[src/rtl/lz_insert.sv]
// Purpose : denormalizer that right-shifts a value to re-insert a requested number of leading zeros, with a sticky OR of the shifted-out bits.
// Latency : S+1 enabled cycles from accepted ld to done, where S = floor(c/8) + (c mod 8) and c = min(cnt, WID).
// Backpress: no queueing; ld is only honoured in IDLE, and ce=0 freezes every register including done.
//
// Ports:
//   clk, rst   rising-edge clock, synchronous active-high reset (overrides ce)
//   ce         clock enable for all state
//   ld, i, cnt start request, operand and leading-zero count (sampled together in IDLE)
//   o, sticky  result and OR of the discarded bits; held from done until the next accepted ld
//   busy       high from the cycle after an accepted ld through the done cycle
//   done       single enabled-cycle completion pulse
//
// WID must be a multiple of 8 and at least 8; the byte step relies on it.
module lz_insert #(
  parameter int WID = 64,
  parameter int CW  = $clog2(WID) + 1
) (
  input  logic           clk,
  input  logic           rst,
  input  logic           ce,
  input  logic           ld,
  input  logic [WID-1:0] i,
  input  logic [CW-1:0]  cnt,
  output logic [WID-1:0] o,
  output logic           sticky,
  output logic           busy,
  output logic           done
);

  typedef enum logic [1:0] {
    IDLE  = 2'd0,
    SHIFT = 2'd1,
    DONE  = 2'd2
  } state_t;

  localparam logic [CW-1:0] WID_C  = CW'(WID);
  localparam logic [CW-1:0] BYTE_C = CW'(8);
  localparam logic [CW-1:0] ONE_C  = CW'(1);

  state_t         state;
  state_t         state_nxt;
  logic [CW-1:0]  rem;
  logic [CW-1:0]  rem_nxt;
  logic [CW-1:0]  cnt_clamp;
  logic [WID-1:0] o_nxt;
  logic           sticky_nxt;

  // Counts beyond the width shift everything out; clamping keeps the step
  // count bounded and makes the result o=0, sticky=|i.
  always_comb begin
    cnt_clamp = (cnt > WID_C) ? WID_C : cnt;
  end

  // Next-state and datapath. Whole bytes are consumed first, then the
  // remaining 0..7 positions one bit at a time; rem never goes below zero
  // because the byte step is only taken when rem >= 8 and the bit step only
  // runs in SHIFT, which is entered with rem > 0.
  always_comb begin
    state_nxt  = state;
    o_nxt      = o;
    sticky_nxt = sticky;
    rem_nxt    = rem;

    case (state)
      IDLE: begin
        if (ld) begin
          o_nxt      = i;
          sticky_nxt = 1'b0;
          rem_nxt    = cnt_clamp;
          state_nxt  = (cnt_clamp == '0) ? DONE : SHIFT;
        end
      end

      SHIFT: begin
        if (rem >= BYTE_C) begin
          o_nxt      = o >> 8;
          sticky_nxt = sticky | (|o[7:0]);
          rem_nxt    = rem - BYTE_C;
        end else begin
          o_nxt      = o >> 1;
          sticky_nxt = sticky | o[0];
          rem_nxt    = rem - ONE_C;
        end
        if (rem_nxt == '0) begin
          state_nxt = DONE;
        end
      end

      DONE: begin
        // ld here is deliberately dropped; a new request needs IDLE.
        state_nxt = IDLE;
      end

      default: begin
        state_nxt = IDLE;
      end
    endcase
  end

  // busy/done are flopped from the next state so every output comes
  // straight from a register.
  always_ff @(posedge clk) begin
    if (rst) begin
      state  <= IDLE;
      rem    <= '0;
      o      <= '0;
      sticky <= 1'b0;
      busy   <= 1'b0;
      done   <= 1'b0;
    end else if (ce) begin
      state  <= state_nxt;
      rem    <= rem_nxt;
      o      <= o_nxt;
      sticky <= sticky_nxt;
      busy   <= (state_nxt != IDLE);
      done   <= (state_nxt == DONE);
    end
  end

endmodule

[config.mk]
export PLATFORM = sky130hd
export DESIGN_NAME = lz_insert
export DESIGN_NICKNAME = d
export VERILOG_FILES = /design/src/rtl/lz_insert.sv
export SDC_FILE = /design/constraint.sdc
export NUM_CORES = 1
export LEC_CHECK = 0
export ABC_AREA = 1
export BUFFER_PORTS_ARGS = -buffer_cell sky130_fd_sc_hd__buf_2
export CAP_MARGIN = 0
export CORE_MARGIN = 2
export CORE_UTILIZATION = 45
export CTS_BUF_LIST = sky130_fd_sc_hd__clkbuf_4
export DETAILED_ROUTE_END_ITERATION = 8
export HOLD_SLACK_MARGIN = 0.03
export PLACE_DENSITY = 0.7
export SETUP_SLACK_MARGIN = 0.05
export SKIP_CTS_REPAIR_TIMING = 1
export SYNTH_ARGS = -nofsm -noshare
export SYNTH_HDL_FRONTEND = slang
export SYNTH_SLANG_ARGS = --single-unit
export TNS_END_PERCENT = 50
[constraint.sdc]
create_clock -name clk -period 5.7 [get_ports clk]
set_clock_uncertainty 0.2 [all_clocks]
set_input_delay 1.14 -clock clk [delete_from_list [all_inputs] [get_ports clk]]
set_output_delay 1.14 -clock clk [all_outputs]
set_load 0.01 [all_outputs]
==> impl_results.md <==
* Synthesized area at 4339 um2
* Final setup violating endpoints at 0
* Worst Hold Path Cells at 2
* R2R depth at 15
* Fin. max-slew vios at 0
* Post-synthesis cell type count at 32
* Post-Syn Instances at 633
* Die area at 10440 um2
* Post-DP HPWL at 8.757 mm
* Crit path depth at 15
* Total GRT Usage at 0.2322
* Syn_area_per_cell at 6.855 um2
* Biggest cell delay along the critical path at 0.56 ns
* Final WL at 12.56 mm
* Worst-Margin Slew at 0.9311 ns
* R2r setup slk at 2.70 ns
* IO Count at 142
* Clock tree buffer depth at 2
* Syn Nets at 712
* Placeable Area at 9284 um2
* H-tree Lvls at 3
* Worst hold start: sticky
* Crit end category: flip-flop
* Hold endpoint: sticky
* Nets@finish at 827
* Drt initial violations at 245
* Crit-path most repeated cell: nand2_1
* Clk pin slew, worst setup/hold paths at 0.13 ns
* Crit share post-route at 0.5260
* Hold Path Class: flip-flop to flip-flop
* DRC errors left at 0
* CTS Buf Count at 9
* GP Congestion at 0.9549
* WP buf/inv at 4
* Crit Reg-Reg Startpoint: rem[3]
* CP Max Fanout at 61
* Pleak at 2.326 nW
* Post-synth top area cell: dfxtp_1
* Port Buf Inserts at 141
* Sequential area share after synthesis at 0.3506
* Via/cell ratio at 5.265
* Final Hold Violating Endpoints at 0
* YS warnings at 0
* Initial core utilization at 0.4674
* Crit start category: flip-flop
* Power, Total at 1.314 mW
* Later-pin clock latency in the skew report at 0.43 ns
* WS Path Type: flip-flop to flip-flop
* 1st-pass router iterations at 7
* Area contributors post-synth: dfxtp_1 35%, nand2_1 14%, a31oi_1 9.5%
* Final min period at 2.998 ns
* Yosys top cell area share at 0.3506
* Relative slew slack at 0.3784
* Die Span Y at 102.2 um
* Sink Count at 76
* Final ANT Viol Nets at 0
* Antenna cells at 0
* Final cell utilization of the core at 0.5577
* Beginning of the critical path: rem[3]
* Largest net degree at the start of global routing at 62
* RR Endpoint: state[0]
* Die X at 102.2 um
* WP data arrival at 3.13 ns
* First-pass GRT wire length at 19.42 mm
* Power per standard cell area at 253.8 nW/um2
* CP top delay family: simple AND/OR/NAND/NOR gates
* Max Cap Viol at 0
* RSZ-0062 raised after global routing: false
* Row Count at 35
* Critical path's slowest cell: buf_4
* Worst endpoint required time at 5.83 ns
* CTS root buf: clkbuf_4
* Worst vdd ir at 0.0001129 V
* Vias in the first global route at 4073
* Maximum clock frequency at 333.6 MHz
* Antenna violations before repair at 0
* TritonCTS clock tree: done
* Routed length per instance at 14.24 um
* Grt total ovfl at 0
* Outcome: complete, no violations
* Layout cells sized above 1 at 0.3001
* Synthesis-stage register bit count at 76
* Layout area overhead at 19.32%
* Critical path cell sequence: inv_1 > ha_1 > nand3_1 > inv_2 > nand2_4 > buf_4 > nand2_1 > nand2_1 > nand2_1 > nor2_1 > nand3_1 > nand2_1 > nand3_1 > nand2_1 > inv_1
* Post-Route Setup TNS at 0 ns
* Via count at 4644
kinds of logic (layout without fill, tap and decap cells):
group,after synthesis,in the layout,share of synthesized area
fa+ha+maj,4,4,0.01153
simple gates,263,263,0.2783
buf+inv,122,242,0.1156
xor+xnor,1,1,0.002019
compound gates,167,167,0.2419
flops,76,76,0.3506
cell type report:
cell class,instances,area [um2]
fillers,951,4106
multi-input cells,435,2316
flip-flops and latches,76,1521
repair buffers,146,743.2
inverters,80,300.3
well taps,129,161.4
clock buffers,9,67.56
clock inverters,7,67.56
sequential cells by signal, indices dropped and copies added, names as in the netlist:
signal	cells
busy	1
done	1
o	64
rem	7
state	2
sticky	1
through the flow:
stage | worst slack [ns] | hold slack (ns) | cells | cell area (um2)
after global placement | 2.834 | 0.2952 | 866 | 5042
final | 2.702 | 0.3259 | 882 | 5177
after global routing | 2.388 | 0.3577 | 882 | 5177
after detailed placement | 2.756 | 0.3074 | 866 | 5042
after CTS | 2.754 | 0.3285 | 882 | 5177
after floorplan | 3.424 | 0.3201 | 633 | 4339
per-layer routing:
metal / global-route usage / vias to the layer above / routed length [um]
li1: - / 2348 / -
met1: 0.3425 / 2134 / 6011
met3: 0.04651 / 5 / 810
met4: 0.04615 / 0 / 85
met5: 0 / - / 0
met2: 0.3537 / 157 / 5655
worst max-delay path by stage:
stage,endpoint
3_5_place_dp,state[0]
6_report,state[0]
3_3_place_gp,o[21]
4_1_cts,state[0]
5_1_grt,state[0]
2_1_floorplan,o[11]
synth_stat cells, drive strengths merged:
cell type    n
clkinv       1
nand4        2
nor2        21
inv         79
a31oi       66
o211ai      48
o21ai       34
or2         51
nand2      160
o21bai       1
a21boi       2
dfxtp       76
a21oi       14
clkbuf      23
nor3         3
xor2         1
buf         19
o22ai        1
nor3b        1
nand3       25
ha           4
o31ai        1
cell usage in the layout, fill, tap and decap left out, types with 2 or more instances in the layout:
master      synthesis  routed
inv_2               7       7
nand3_1            24      24
nor3_1              2       2
o21ai_0            33      33
o211ai_1           48      48
a21boi_0            2       2
dfxtp_1            76      76
buf_4               2       5
nand4_1             2       2
a21oi_1            14      14
a31oi_1            66      66
buf_2              15     141
nor2_4              2       2
clkinv_2            0       3
ha_1                4       4
nand2_1           158     158
clkinvlp_4          0       3
clkbuf_4            0       9
inv_1              72      72
or2_2              51      51
nor2_1             19      19
worst min-delay path, stage by stage (launching register included):
cell and delay [ns]:
dfxtp_1 0.34, a21oi_1 0.11, nor3_1 0.05
power breakdown:
group / leakage [nW] / internal (mW) / switching (mW) / total [mW]
clock network: 0.0677 / 0.131 / 0.205 / 0.336
registers: 0.623 / 0.569 / 0.0339 / 0.603
logic: 1.64 / 0.132 / 0.243 / 0.375
total: 2.33 / 0.832 / 0.482 / 1.31
Note: power is estimated with default switching activity, not from simulation.
